`src/rtl/iic_codec_init_seq.sv`:
```
// Codec init sequencer: walks a register table through the IIC bus master one
// transaction per entry, retrying NACKed or timed-out entries and reporting status.
module iic_codec_init_seq #(
    parameter int N_ENTRIES = 32,
    parameter int RETRIES   = 3,
    parameter int TIMEOUT   = 4096,
    parameter int GAP       = 16
) (
    input  logic        clk_i,
    input  logic        rst_i,
    input  logic        start_i,
    output logic [7:0]  tbl_addr_o,
    input  logic [23:0] tbl_data_i,
    output logic [7:0]  drv_DA_o,
    output logic [7:0]  drv_RA_o,
    output logic [7:0]  drv_data_o,
    output logic        drv_vld_o,
    input  logic        drv_rdy_i,
    input  logic [31:0] drv_ack_i,
    input  logic [31:0] drv_rdata_i,
    output logic        busy_o,
    output logic        done_o,
    output logic        err_o,
    output logic [7:0]  err_idx_o,
    output logic [31:0] err_ack_o,
    output logic [31:0] rdata_o,
    output logic [7:0]  entry_cnt_o
);
    localparam int TW = (TIMEOUT > 1) ? $clog2(TIMEOUT) : 1;
    localparam int GW = (GAP > 1) ? $clog2(GAP) : 1;
    localparam logic [7:0]    LAST_IDX  = 8'(N_ENTRIES - 1);
    localparam logic [TW-1:0] TMO_LAST  = TW'(TIMEOUT - 1);
    localparam logic [GW-1:0] GAP_LAST  = GW'(GAP - 1);
    localparam logic [2:0]    RETRY_MAX = 3'(RETRIES);

    typedef enum logic [3:0] {
        S_IDLE, S_FETCH, S_LOAD, S_ISSUE, S_WAIT_BUSY,
        S_WAIT_DONE, S_CHECK, S_GAP, S_DONE, S_ERROR
    } state_t;

    state_t        state_q, state_d;
    logic [1:0]    start_hist_q, start_hist_d;
    logic [7:0]    idx_q, idx_d;
    logic [2:0]    retry_q, retry_d;
    logic [TW-1:0] tmo_cnt_q, tmo_cnt_d;
    logic          tmo_flag_q, tmo_flag_d;
    logic [GW-1:0] gap_cnt_q, gap_cnt_d;
    logic          issue_cnt_q, issue_cnt_d;
    logic [7:0]    tbl_addr_q, tbl_addr_d;
    logic [7:0]    da_q, da_d, ra_q, ra_d, data_q, data_d;
    logic          busy_q, busy_d, done_q, done_d, err_q, err_d;
    logic [7:0]    err_idx_q, err_idx_d;
    logic [31:0]   err_ack_q, err_ack_d;
    logic [31:0]   rdata_q, rdata_d;
    logic [7:0]    entry_cnt_q, entry_cnt_d;

    logic          start_edge;
    logic [31:0]   ack_sampled;

    assign start_edge  = start_hist_q[0] & ~start_hist_q[1];
    // A timed-out attempt reports an all-ones ACK, so pass reduces to ack==0.
    assign ack_sampled = tmo_flag_q ? '1 : drv_ack_i;

    always_comb begin
        state_d      = state_q;
        start_hist_d = {start_hist_q[0], start_i};
        idx_d        = idx_q;
        retry_d      = retry_q;
        tmo_cnt_d    = tmo_cnt_q;
        tmo_flag_d   = tmo_flag_q;
        gap_cnt_d    = gap_cnt_q;
        issue_cnt_d  = issue_cnt_q;
        tbl_addr_d   = tbl_addr_q;
        da_d         = da_q;
        ra_d         = ra_q;
        data_d       = data_q;
        busy_d       = busy_q;
        done_d       = done_q;
        err_d        = err_q;
        err_idx_d    = err_idx_q;
        err_ack_d    = err_ack_q;
        rdata_d      = rdata_q;
        entry_cnt_d  = entry_cnt_q;

        unique case (state_q)
            S_IDLE, S_DONE, S_ERROR: begin
                if (start_edge) begin
                    done_d      = 1'b0;
                    err_d       = 1'b0;
                    err_idx_d   = '0;
                    err_ack_d   = '0;
                    entry_cnt_d = '0;
                    idx_d       = '0;
                    retry_d     = '0;
                    busy_d      = 1'b1;
                    state_d     = S_FETCH;
                end
            end
            S_FETCH: begin
                tbl_addr_d = idx_q;
                state_d    = S_LOAD;
            end
            S_LOAD: begin
                {da_d, ra_d, data_d} = tbl_data_i;
                if (drv_rdy_i) begin
                    tmo_cnt_d   = '0;
                    tmo_flag_d  = 1'b0;
                    issue_cnt_d = 1'b0;
                    state_d     = S_ISSUE;
                end
            end
            S_ISSUE, S_WAIT_BUSY, S_WAIT_DONE: begin
                if (tmo_cnt_q == TMO_LAST) begin
                    tmo_flag_d = 1'b1;
                    state_d    = S_CHECK;
                end else begin
                    tmo_cnt_d = tmo_cnt_q + 1'b1;
                    if (state_q == S_ISSUE) begin
                        issue_cnt_d = 1'b1;
                        if (issue_cnt_q) state_d = S_WAIT_BUSY;
                    end else if (state_q == S_WAIT_BUSY) begin
                        if (!drv_rdy_i) state_d = S_WAIT_DONE;
                    end else if (drv_rdy_i) begin
                        state_d = S_CHECK;
                    end
                end
            end
            S_CHECK: begin
                if (ack_sampled == '0) begin
                    entry_cnt_d = entry_cnt_q + 1'b1;
                    retry_d     = '0;
                    if (da_q[0]) rdata_d = drv_rdata_i;
                    if (idx_q == LAST_IDX) begin
                        done_d  = 1'b1;
                        busy_d  = 1'b0;
                        state_d = S_DONE;
                    end else begin
                        idx_d     = idx_q + 1'b1;
                        gap_cnt_d = '0;
                        state_d   = S_GAP;
                    end
                end else if (retry_q < RETRY_MAX) begin
                    retry_d   = retry_q + 1'b1;
                    gap_cnt_d = '0;
                    state_d   = S_GAP;
                end else begin
                    err_idx_d = idx_q;
                    err_ack_d = ack_sampled;
                    err_d     = 1'b1;
                    done_d    = 1'b0;
                    busy_d    = 1'b0;
                    state_d   = S_ERROR;
                end
            end
            S_GAP: begin
                if (gap_cnt_q == GAP_LAST) state_d = S_FETCH;
                else gap_cnt_d = gap_cnt_q + 1'b1;
            end
            default: state_d = S_IDLE;
        endcase
    end

    always_ff @(posedge clk_i or posedge rst_i) begin
        if (rst_i) begin
            state_q      <= S_IDLE;
            start_hist_q <= '0;
            idx_q        <= '0;
            retry_q      <= '0;
            tmo_cnt_q    <= '0;
            tmo_flag_q   <= 1'b0;
            gap_cnt_q    <= '0;
            issue_cnt_q  <= 1'b0;
            tbl_addr_q   <= '0;
            da_q         <= '0;
            ra_q         <= '0;
            data_q       <= '0;
            busy_q       <= 1'b0;
            done_q       <= 1'b0;
            err_q        <= 1'b0;
            err_idx_q    <= '0;
            err_ack_q    <= '0;
            rdata_q      <= '0;
            entry_cnt_q  <= '0;
        end else begin
            state_q      <= state_d;
            start_hist_q <= start_hist_d;
            idx_q        <= idx_d;
            retry_q      <= retry_d;
            tmo_cnt_q    <= tmo_cnt_d;
            tmo_flag_q   <= tmo_flag_d;
            gap_cnt_q    <= gap_cnt_d;
            issue_cnt_q  <= issue_cnt_d;
            tbl_addr_q   <= tbl_addr_d;
            da_q         <= da_d;
            ra_q         <= ra_d;
            data_q       <= data_d;
            busy_q       <= busy_d;
            done_q       <= done_d;
            err_q        <= err_d;
            err_idx_q    <= err_idx_d;
            err_ack_q    <= err_ack_d;
            rdata_q      <= rdata_d;
            entry_cnt_q  <= entry_cnt_d;
        end
    end

    assign tbl_addr_o  = tbl_addr_q;
    assign drv_DA_o    = da_q;
    assign drv_RA_o    = ra_q;
    assign drv_data_o  = data_q;
    assign drv_vld_o   = (state_q == S_ISSUE);
    assign busy_o      = busy_q;
    assign done_o      = done_q;
    assign err_o       = err_q;
    assign err_idx_o   = err_idx_q;
    assign err_ack_o   = err_ack_q;
    assign rdata_o     = rdata_q;
    assign entry_cnt_o = entry_cnt_q;
endmodule
```
`config.mk`:
```
export PLATFORM = sky130hd
export DESIGN_NAME = iic_codec_init_seq
export DESIGN_NICKNAME = d
export VERILOG_FILES = /design/src/rtl/iic_codec_init_seq.sv
export SDC_FILE = /design/constraint.sdc
export NUM_CORES = 1
export LEC_CHECK = 0
export CORE_UTILIZATION = 51
export CTS_CLUSTER_SIZE = 24
export DETAILED_ROUTE_END_ITERATION = 8
export PLACE_DENSITY_LB_ADDON = 0.05
export RECOVER_POWER = 25
export SKIP_CTS_REPAIR_TIMING = 1
export SLEW_MARGIN = 20
export SYNTH_ARGS = -nofsm -noshare
export SYNTH_HDL_FRONTEND = slang
export SYNTH_SLANG_ARGS = --single-unit
```
`constraint.sdc`:
```
create_clock -name clk_i -period 12.5 [get_ports clk_i]
set_input_delay 1.875 -clock clk_i [delete_from_list [all_inputs] [get_ports clk_i]]
set_output_delay 1.875 -clock clk_i [all_outputs]
set_load 0.03 [all_outputs]
```
==> impl_metrics.tcl, run 1 <==
set metrics [dict create \
    run_status "finished with violations" \
    failed_checks "capacitance limit, slew limit" \
    globalRouteOverflowTotal 0 \
    placement.setup.worst_slack_ps 7560 \
    critical_path.max_stage_delay_ps 1830 \
    power_switching_share 0.381 \
    routed_wirelength_mm 18.3 \
    antenna_found_initial 0 \
    timing.critical_path.to "entry_cnt_o[4]$_DFFE_PP0P_" \
    detailed_place_hpwl_mm 12.5 \
    first_global_vias 5616 \
    vias_per_cell 5.62 \
    detail_route.drc_violations 0 \
    drt_pass1_iterations 5 \
    worstReg2RegStart "state_q[1]$_DFFE_PP0P_" \
    clockBufferDepth 2 \
    worst_setup_hold_path_clk_slew_ps 60 \
    postSynthRegisterBits 150 \
    placed_cells 946 \
    worst_clock_skew_ps 6.70 \
    syn-num-nets 692 \
    setup.worst_path.start "rst_i" \
    count_of_pins_on_the_block_boundary 208 \
    arrival_ps 5310 \
    worst_ep_required_time_ps 12920 \
    instances_no_fill 978 \
    floorplan.die.height_um 117 \
    cell_by_cell_listing_of_the_critical_path "dlygate4sd3_1 > clkinvlp_2 > buf_4" \
    clock-sinks 150 \
    port_buffers 207 \
    floorplan.die_area_mm2 0.0137 \
    place_congestion 0.818 \
    post_synth_instance_area_mm2 0.00673 \
    finalCriticalPeriod_ps 4890 \
    cellLeakagePower_uw 0.00411 \
    globalRouteTotalUtil 0.284 \
    routed_wire_length_per_instance_um 18.7 \
    rows 41 \
    post_synth_num_cell_types 48 \
    layout-area-overhead-vs-synth_pct 41.2 \
    rsz0062_at_grt "false" \
    synthesis_warnings 0 \
    worstPathBufferInverterCount 3 \
    clk_latency_worst_skew_pair_ps 430 \
    drive_gt1_frac 0.0980 \
    die_width_um 117 \
    fraction_of_power_consumed_by_sequential_logic 0.349 \
    maxClockFrequency_mhz 204 \
    crit_path_end_kind "asynchronous set/reset pin" \
    worstSetupPathDepth 3 \
    grt_pass1_wl_mm 29.2 \
    worst-path-max-fanout 76 \
    cts-htree-levels 4 \
    ff2ff_setup_slack_ps 8910 \
    tritoncts "done" \
    total_switching_power_uw 798 \
    holdCritPathClass "register to register" \
    final_cycle_share 0.391 \
    ys_seq_area_frac 0.558 \
    final_worst_slack_ps 7610 \
    clk_root_buffer_cell "sky130_fd_sc_hd__clkbuf_16" \
    detail_route.iter0.violations 547 \
    pin_count_of_the_biggest_net_entering_global_routing 77 \
    cellInternalPower_uw 1300 \
    timing.final.setup_violations 0 \
    postSynthAreaPerCell_um2 11.3 \
    floorplan.initialDensity 0.529 \
    max-vdd-ir-drop_mv 0.189 \
    filler_cell_count 917 \
    pwr-share-clk 0.242 \
    cts-buffers-inserted 17 \
    setup_total_negative_slack_ps 0 \
    worst_setup_path_start_kind "primary input" \
    antenna_left 0 \
    synth_edf_count 0 \
    finalMaxSlewViolations 87 \
    crit_slowest_cell "sky130_fd_sc_hd__clkinvlp_2" \
    antenna_cells_inserted 0 \
    worstSetupPathType "primary input to asynchronous set/reset pin" \
    power_density_mw_per_mm2 220 \
    ys_async_sr_fraction 1.00 \
    postSynthCellCount 595 \
    finish.net_count 890 \
    cpLargestDelayFamily "buffers and inverters" \
    relSlewSlack -1.16 \
    yosys_most_used_dff "sky130_fd_sc_hd__dfrtp_1" \
    combinationalPowerShare 0.410 \
    floorplan.core_area_mm2 0.0127 \
    worst_hold_path.num_cells 0 \
    finalHoldViolations 0 \
    rr_endpoint "drv_data_o[2]$_DFFE_PP0N_" \
    worst_r2r_path_depth 3 \
    detailroute.via_count 5501 \
    slew_at_the_pin_with_the_worst_max_slew_slack_ps 3220 \
    timing.max_cap.violations 2 \
]
## per-layer routing
| layer | routed length (um) | GRT usage |
|---|---|---|
| met1 | 7380 | 0.347 |
| met2 | 8990 | 0.460 |
| met3 | 1550 | 0.112 |
| met4 | 344 | 0.0970 |
| met5 | 0 | 0 |
## cell families after synthesis
| logic type | count (synthesis) | synth area share |
|---|---|---|
| compound gates | 78 | 0.0738 |
| buf+inv | 51 | 0.0314 |
| xor+xnor | 2 | 0.00260 |
| simple gates | 200 | 0.151 |
| flops | 150 | 0.558 |
| mux | 109 | 0.174 |
| fa+ha+maj | 5 | 0.00929 |
## registers in the layout (all words and copies together) (netlist names), 4 cells and up
name	flops
err_idx_o	8
entry_cnt_o	8
idx_q	8
gap_cnt_q	4
drv_RA_o	8
drv_DA_o	8
err_ack_o	32
rdata_o	32
tmo_cnt_q	12
drv_data_o	8
tbl_addr_o	8
state_q	4
## final cells by class
type / instances / area, um^2 / area share
clock inverter: 12 / 129 / 0.0136
multi-input combinational: 394 / 2780 / 0.292
clock buffer: 20 / 457 / 0.0480
timing repair buffer: 213 / 2110 / 0.222
tap: 172 / 215 / 0.0226
sequential: 150 / 3750 / 0.395
inverter: 17 / 65.1 / 0.00684
## worst min path at each step
stage / start / to / slack [ps]
after detailed placement: start_hist_q[0]$_DFF_PP0_ / start_hist_q[1]$_DFF_PP0_ / 360
after global placement: start_hist_q[0]$_DFF_PP0_ / start_hist_q[1]$_DFF_PP0_ / 360
final: start_hist_q[0]$_DFF_PP0_ / start_hist_q[1]$_DFF_PP0_ / 380
after global routing: start_hist_q[0]$_DFF_PP0_ / start_hist_q[1]$_DFF_PP0_ / 410
after CTS: start_hist_q[0]$_DFF_PP0_ / start_hist_q[1]$_DFF_PP0_ / 380
after floorplan: start_hist_q[0]$_DFF_PP0_ / start_hist_q[1]$_DFF_PP0_ / 350
## per-stage QoR
stage               utilization  area, um^2  power [uW]  hold slack (ps)
floorplan                     -        6730        1230              347
global placement          0.703        8940        1570              358
detailed placement        0.703        8940        1590              364
CTS                       0.749        9530        2110              379
global route              0.747        9510        2190              407
finish                    0.747        9510        2090              379
## layout by cell type (no fill, tap or decap), types with 3 or more instances in the layout
cell type	instances
sky130_fd_sc_hd__and3_1	7
sky130_fd_sc_hd__nand2_1	65
sky130_fd_sc_hd__o211ai_1	4
sky130_fd_sc_hd__ha_1	5
sky130_fd_sc_hd__or3_1	5
sky130_fd_sc_hd__or4_1	14
sky130_fd_sc_hd__and4_1	4
sky130_fd_sc_hd__clkdlybuf4s50_1	199
sky130_fd_sc_hd__clkinvlp_4	3
sky130_fd_sc_hd__dlygate4sd3_1	8
sky130_fd_sc_hd__a21oi_1	28
sky130_fd_sc_hd__dfrtp_1	150
sky130_fd_sc_hd__nor4_1	8
sky130_fd_sc_hd__buf_4	4
sky130_fd_sc_hd__clkinv_4	3
sky130_fd_sc_hd__clkinv_2	4
sky130_fd_sc_hd__nand3_1	16
sky130_fd_sc_hd__mux2_1	30
sky130_fd_sc_hd__clkbuf_1	3
sky130_fd_sc_hd__clkbuf_16	17
sky130_fd_sc_hd__mux2i_1	43
sky130_fd_sc_hd__nor3_1	4
sky130_fd_sc_hd__o21ai_0	13
sky130_fd_sc_hd__nor4bb_1	3
sky130_fd_sc_hd__nand4_1	8
sky130_fd_sc_hd__nand3b_1	3
sky130_fd_sc_hd__nor2_1	48
sky130_fd_sc_hd__inv_1	16
sky130_fd_sc_hd__o31ai_1	15
sky130_fd_sc_hd__nand2b_1	4
sky130_fd_sc_hd__mux2_2	36
## synthesized netlist by cell type, types with 2 or more instances
| cell | n | area share |
|---|---|---|
| sky130_fd_sc_hd__nand4_1 | 8 | 0.0074 |
| sky130_fd_sc_hd__inv_1 | 17 | 0.0095 |
| sky130_fd_sc_hd__and2_1 | 2 | 0.0019 |
| sky130_fd_sc_hd__nand2b_1 | 4 | 0.0037 |
| sky130_fd_sc_hd__or4_1 | 14 | 0.016 |
| sky130_fd_sc_hd__nand2_1 | 65 | 0.036 |
| sky130_fd_sc_hd__nor2_1 | 48 | 0.027 |
| sky130_fd_sc_hd__nand3b_1 | 3 | 0.0033 |
| sky130_fd_sc_hd__xor2_1 | 2 | 0.0026 |
| sky130_fd_sc_hd__nor4bb_1 | 3 | 0.0045 |
| sky130_fd_sc_hd__o211ai_1 | 4 | 0.0045 |
| sky130_fd_sc_hd__nand3_1 | 17 | 0.013 |
| sky130_fd_sc_hd__a211o_1 | 2 | 0.0026 |
| sky130_fd_sc_hd__o21bai_1 | 2 | 0.0022 |
| sky130_fd_sc_hd__mux2_1 | 30 | 0.050 |
| sky130_fd_sc_hd__dfrtp_1 | 150 | 0.56 |
| sky130_fd_sc_hd__or3_1 | 5 | 0.0046 |
| sky130_fd_sc_hd__a31o_2 | 2 | 0.0026 |
| sky130_fd_sc_hd__ha_1 | 5 | 0.0093 |
| sky130_fd_sc_hd__nor4_1 | 8 | 0.0074 |
| sky130_fd_sc_hd__clkbuf_1 | 23 | 0.013 |
| sky130_fd_sc_hd__buf_2 | 10 | 0.0074 |
| sky130_fd_sc_hd__and4_1 | 4 | 0.0052 |
| sky130_fd_sc_hd__o21ai_0 | 13 | 0.0097 |
| sky130_fd_sc_hd__mux2_2 | 36 | 0.060 |
| sky130_fd_sc_hd__nor3_1 | 5 | 0.0037 |
| sky130_fd_sc_hd__and3_1 | 7 | 0.0065 |
| sky130_fd_sc_hd__a21oi_1 | 28 | 0.021 |
| sky130_fd_sc_hd__o31ai_1 | 15 | 0.017 |
| sky130_fd_sc_hd__a32o_1 | 2 | 0.0030 |
| sky130_fd_sc_hd__a21o_1 | 2 | 0.0022 |
| sky130_fd_sc_hd__mux2i_1 | 43 | 0.064 |
## worst register-to-register path, delay by kind of cell, from the launching register on
| family | cells | cell delay, ps |
|---|---|---|
| simple gates | 1 | 1620 |
| buf+inv | 1 | 800 |
| flops | 1 | 620 |
| mux | 1 | 430 |
## power by group through the flow
| stage | Clock, uW | Combinational, uW | Sequential, uW |
|---|---|---|---|
| after floorplan | 0 | 311 | 924 |
| after global placement | 0 | 844 | 723 |
| after detailed placement | 0 | 862 | 732 |
| after CTS | 514 | 867 | 730 |
| after global routing | 532 | 913 | 747 |
| final | 506 | 858 | 730 |
Power figures use the tool's default switching activity.
==> run 2: changes to the inputs <==
--- a/config.mk
+++ b/config.mk
@@ -5,7 +5,7 @@
 export SDC_FILE = /design/constraint.sdc
 export NUM_CORES = 1
 export LEC_CHECK = 0
-export CORE_UTILIZATION = 51
+export CORE_UTILIZATION = 42
 export CTS_CLUSTER_SIZE = 24
 export DETAILED_ROUTE_END_ITERATION = 8
 export PLACE_DENSITY_LB_ADDON = 0.05
==> constraint.sdc (replaced) <==
create_clock -name clk_i -period 4.15 [get_ports clk_i]
set_input_delay 0.6225 -clock clk_i [delete_from_list [all_inputs] [get_ports clk_i]]
set_output_delay 0.6225 -clock clk_i [all_outputs]
set_load 0.03 [all_outputs]
==> run 2 against run 1 <==
Effect of this change: the run ends with capacitance limit left; sequential cell count stayed put; combinational power grew to 3.0 times the previous value; non-clock buffer count grew 4; critical path type unchanged.
==> impl_metrics.tcl, run 2 (synthesis results as in run 1) <==
set metrics [dict create \
    final_common_cell "sky130_fd_sc_hd__clkdlybuf4s50_1" \
    rows 45 \
    detail_route.iter0.violations 273 \
    design_power_total_uw 6390 \
    finish.net_count 894 \
    timing.final.setup_violations 0 \
    cts-htree-levels 4 \
    place_congestion 0.765 \
    maxClockFrequency_mhz 354 \
    first_global_vias 5687 \
    worst_ep_required_time_ps 4480 \
    layout.cells.most_common_list "sky130_fd_sc_hd__clkdlybuf4s50_1 (205), sky130_fd_sc_hd__dfrtp_1 (150), sky130_fd_sc_hd__nand2_1 (65), sky130_fd_sc_hd__nor2_1 (48), sky130_fd_sc_hd__mux2i_1 (43)" \
    final_cycle_share 0.680 \
    clk_root_buffer_cell "sky130_fd_sc_hd__clkbuf_16" \
    arrival_ps 3150 \
    worst-path-max-fanout 51 \
    rsz0062_at_grt "false" \
    instances_no_fill 1021 \
    worstSetupPathType "primary input to asynchronous set/reset pin" \
    finalCriticalPeriod_ps 2820 \
    floorplan.die_area_mm2 0.0165 \
    crit_slowest_cell "sky130_fd_sc_hd__clkbuf_2" \
    pin_count_of_the_biggest_net_entering_global_routing 69 \
    vias_per_cell 5.25 \
    worst_clock_skew_ps 8.77 \
    worstPathBufferInverterCount 3 \
    finalHoldViolations 0 \
    worst_setup_path_start_kind "primary input" \
    detailroute.via_count 5361 \
    antenna_found_initial 0 \
    power_density_mw_per_mm2 663 \
    failed_checks "capacitance limit" \
    antenna_cells_inserted 0 \
    cellLeakagePower_uw 0.00416 \
    floorplan.core_area_mm2 0.0154 \
    layout-area-overhead-vs-synth_pct 43.3 \
    cell_by_cell_listing_of_the_critical_path "dlygate4sd3_1 > clkinvlp_2 > clkbuf_2" \
    globalRouteOverflowTotal 0 \
    clockBufferDepth 2 \
    globalRouteTotalUtil 0.230 \
    grt_pass1_wl_mm 29.0 \
    port_buffers 207 \
    routed_wirelength_mm 17.8 \
    run_status "finished with violations" \
    placement.setup.worst_slack_ps 1170 \
    slew_at_the_pin_with_the_worst_max_slew_slack_ps 1470 \
    routed_wire_length_per_instance_um 17.4 \
    finalMaxSlewViolations 0 \
    worst_setup_hold_path_clk_slew_ps 60 \
    setup_total_negative_slack_ps 0 \
    antenna_left 0 \
    holdCritPathClass "register to register" \
    die_width_um 129 \
    hold_ws_ps 375 \
    count_of_pins_on_the_block_boundary 208 \
    final_worst_slack_ps 1330 \
    tritoncts "done" \
    critical_path.max_stage_delay_ps 1080 \
    detail_route.drc_violations 0 \
    max-vdd-ir-drop_mv 0.497 \
    crit_path_end_kind "asynchronous set/reset pin" \
    timing.max_cap.violations 1 \
    filler_cell_count 1226 \
    floorplan.die.height_um 129 \
    cpLargestDelayFamily "buffers and inverters" \
    drt_pass1_iterations 4 \
    placed_cells 989 \
    clock-sinks 150 \
    clk_latency_worst_skew_pair_ps 420 \
    floorplan.initialDensity 0.436 \
    drive_gt1_frac 0.107 \
    relSlewSlack 0.0124 \
    cts-buffers-inserted 17 \
    detailed_place_hpwl_mm 12.6 \
]
-- run 2: cell count changes in the layout (fill, tap and decap cells not counted), moves of 2 or more --
cell / previous run / this run
sky130_fd_sc_hd__buf_4: 4 / 8
sky130_fd_sc_hd__clkbuf_1: 3 / 0
sky130_fd_sc_hd__inv_6: 0 / 3
sky130_fd_sc_hd__dlygate4sd3_1: 8 / 2
sky130_fd_sc_hd__clkdlybuf4s50_1: 199 / 205
sky130_fd_sc_hd__clkinv_2: 4 / 2
-- run 2: final cells by class --
| type | count | area, um^2 | share of cell area |
|---|---|---|---|
| flip-flops and latches | 150 | 3750 | 0.389 |
| multi-input cells | 394 | 2790 | 0.289 |
| repair buffers | 217 | 2160 | 0.224 |
| clock buffers | 19 | 453 | 0.0469 |
| well taps | 211 | 264 | 0.0274 |
| clock inverters | 13 | 170 | 0.0176 |
| inverters | 17 | 65.1 | 0.00674 |
-- run 2: final timing paths --
check | start | to | slack (ps) | cells after the start
min in group asynchronous | rst_i | err_ack_o[11]$_DFFE_PP0P_ | 980 | 2
max in group clk_i | state_q[2]$_DFFE_PP0P_ | drv_vld_o | 1350 | 3
worst min register to register | start_hist_q[0]$_DFF_PP0_ | start_hist_q[1]$_DFF_PP0_ | 370 | 0
worst min-delay path | start_hist_q[0]$_DFF_PP0_ | start_hist_q[1]$_DFF_PP0_ | 370 | 0
worst max register to register | tmo_flag_q$_DFFE_PP0P_ | rdata_o[14]$_DFFE_PP0P_ | 1590 | 7
worst max-delay path | rst_i | err_ack_o[7]$_DFFE_PP0P_ | 1330 | 3
-- run 2: per-layer routing --
metal | wire (um) | up-vias | track usage | share of wire
met5 | 0 | - | 0 | 0
met4 | 172 | 0 | 0.0623 | 0.0097
met3 | 1690 | 13 | 0.114 | 0.095
met2 | 8560 | 153 | 0.367 | 0.48
met1 | 7370 | 2653 | 0.276 | 0.41
li1 | - | 2542 | - | -
-- run 2: power breakdown --
part	total (uW)	switching (uW)	internal (uW)
Sequential	2200	324	1870
Clock	1620	631	987
Combinational	2580	1450	1130
Total	6390	2400	3990
-- run 2: through the flow --
step                area [um^2]   util
global placement           9040  0.586
floorplan                  6740      -
CTS                        9670  0.627
finish                     9650  0.625
detailed placement         9040  0.586
global route               9650  0.625
==> run 3: changes to the inputs <==
--- a/config.mk
+++ b/config.mk
@@ -5,7 +5,7 @@
 export SDC_FILE = /design/constraint.sdc
 export NUM_CORES = 1
 export LEC_CHECK = 0
-export CORE_UTILIZATION = 42
+export CORE_UTILIZATION = 47
 export CTS_CLUSTER_SIZE = 24
 export DETAILED_ROUTE_END_ITERATION = 8
 export PLACE_DENSITY_LB_ADDON = 0.05
==> constraint.sdc (replaced) <==
create_clock -name clk_i -period 2.9 [get_ports clk_i]
set_input_delay 0.435 -clock clk_i [delete_from_list [all_inputs] [get_ports clk_i]]
set_output_delay 0.435 -clock clk_i [all_outputs]
set_load 0.03 [all_outputs]
==> run 3 against run 2 <==
Effect of this change: the flow now finishes without violations; total power grew 44%; sequential power grew 43%; clock skew shrank 0.76 ps; sequential share of layout area is essentially flat; register-to-register slack lost 1100 ps; critical path depth is the same; sequential cell count is the same; global-route usage grew 2.8 points; final cell count shrank 2.5%; design area is essentially flat; clock power grew 44%; wire length grew 1.7%; highest routed layer unchanged.
==> impl_metrics.tcl, run 3 (synthesis results as in run 1) <==
set metrics [dict create \
    count_of_pins_on_the_block_boundary 208 \
    antenna_left 0 \
    drive_gt1_frac 0.112 \
    final_common_cell "sky130_fd_sc_hd__clkdlybuf4s50_1" \
    worst_ep_required_time_ps 2470 \
    rows 43 \
    layout.cell_area.non_filler_mm2 0.00965 \
    max-vdd-ir-drop_mv 0.610 \
    clock-sinks 150 \
    vias_per_cell 5.49 \
    antenna_cells_inserted 0 \
    worst_setup_hold_path_clk_slew_ps 60 \
    antenna_found_initial 1 \
    clockBufferDepth 2 \
    grt_pass1_wl_mm 29.0 \
    layout.cells.most_common_list "sky130_fd_sc_hd__clkdlybuf4s50_1 (205), sky130_fd_sc_hd__dfrtp_1 (150), sky130_fd_sc_hd__nand2_1 (65), sky130_fd_sc_hd__nor2_1 (48), sky130_fd_sc_hd__mux2i_1 (43)" \
    detailed_place_hpwl_mm 13.0 \
    drt_pass1_iterations 5 \
    instances_no_fill 995 \
    layout-area-overhead-vs-synth_pct 43.4 \
    finish.net_count 899 \
    worst_setup_path_start_kind "register" \
    run_status "finished clean" \
    port_buffers 207 \
    power_density_mw_per_mm2 954 \
    detailroute.via_count 5465 \
    detail_route.iter0.violations 350 \
    tritoncts "done" \
    arrival_ps 2190 \
    maxClockFrequency_mhz 381 \
    die_width_um 122 \
    relSlewSlack 0.0789 \
    crit_path_end_kind "output pin" \
    finalCriticalPeriod_ps 2620 \
    holdCritPathClass "register to register" \
    floorplan.die_area_mm2 0.0148 \
    worstSetupPathType "register to output pin" \
    finish.utilization 0.693 \
    placement.cell_area_mm2 0.00904 \
    cellLeakagePower_uw 0.00418 \
    floorplan.initialDensity 0.483 \
    cts-htree-levels 4 \
    rsz0062_at_grt "false" \
    filler_cell_count 1046 \
    worst-path-max-fanout 17 \
    placed_cells 963 \
    finalMaxSlewViolations 0 \
    routed_wire_length_per_instance_um 18.2 \
    pin_count_of_the_biggest_net_entering_global_routing 71 \
    timing.final.setup_violations 0 \
    floorplan.die.height_um 122 \
    finalHoldViolations 0 \
    final_worst_slack_ps 278 \
    floorplan.core_area_mm2 0.0139 \
    globalRouteTotalUtil 0.258 \
    clk_latency_worst_skew_pair_ps 420 \
    clk_root_buffer_cell "sky130_fd_sc_hd__clkbuf_16" \
    slew_at_the_pin_with_the_worst_max_slew_slack_ps 1380 \
    worst_clock_skew_ps 8.01 \
    first_global_vias 5604 \
    globalRouteOverflowTotal 0 \
    setup_total_negative_slack_ps 0 \
    place_congestion 0.809 \
    detail_route.drc_violations 0 \
    timing.max_cap.violations 0 \
    routed_wirelength_mm 18.1 \
    cts-buffers-inserted 17 \
    placement.setup.worst_slack_ps 189 \
    final_cycle_share 0.904 \
]
run 3: cell types whose count changed in the layout (fill, tap and decap cells not counted), sizes merged:
cell | previous run | this run
bufinv | 3 | 4
clkinvlp | 3 | 5
inv | 20 | 16
buf | 9 | 13
clkbuf | 20 | 21
clkinv | 4 | 5
run 3: layer usage:
layer,part of all wire,vias to the layer above,track usage,routed length [um]
met5,0,-,0,0
met4,0.014,0,0.0810,258
met3,0.094,21,0.119,1710
met2,0.50,182,0.412,9020
met1,0.39,2723,0.310,7110
li1,-,2539,-,-
run 3: power by group:
group          internal (uW)  total [uW]  switching (uW)  leakage [uW]
Combinational           1640        3730            2090       0.00189
Clock                   1480        2340             864      0.000301
Sequential              2680        3140             458       0.00199
run 3: stage by stage:
step | power [uW] | hold slack, ps
after floorplan | 5320 | 347
after global placement | 6820 | 362
after detailed placement | 6920 | 362
after CTS | 9310 | 340
after global routing | 9690 | 391
final | 9210 | 370
run 3: worst paths after layout:
check,slack (ps),endpoint,startpoint,cells after the start
max,280,drv_vld_o,state_q[1]$_DFFE_PP0P_,3
min,370,start_hist_q[1]$_DFF_PP0_,start_hist_q[0]$_DFF_PP0_,0
max reg2reg,510,tmo_cnt_q[5]$_DFFE_PP0P_,tmo_cnt_q[0]$_DFFE_PP0P_,6
min reg2reg,370,start_hist_q[1]$_DFF_PP0_,start_hist_q[0]$_DFF_PP0_,0
max in group asynchronous,680,err_idx_o[2]$_DFFE_PP0P_,rst_i,3
min in group asynchronous,550,drv_data_o[3]$_DFFE_PP0N_,rst_i,2
run 3: layout make-up:
| class | instances | area (um^2) | area share |
|---|---|---|---|
| flip-flops and latches | 150 | 3750 | 0.389 |
| clock inverters | 13 | 179 | 0.0185 |
| repair buffers | 222 | 2190 | 0.227 |
| clock buffers | 19 | 453 | 0.0469 |
| well taps | 180 | 225 | 0.0233 |
| multi-input cells | 394 | 2790 | 0.289 |
| inverters | 17 | 65.1 | 0.00674 |
run 3: worst max-delay path: stages (launching register included):
cell	delay (ps)
sky130_fd_sc_hd__dfrtp_1	620
sky130_fd_sc_hd__nand3b_1	200
sky130_fd_sc_hd__nor2_1	230
sky130_fd_sc_hd__clkdlybuf4s50_1	710
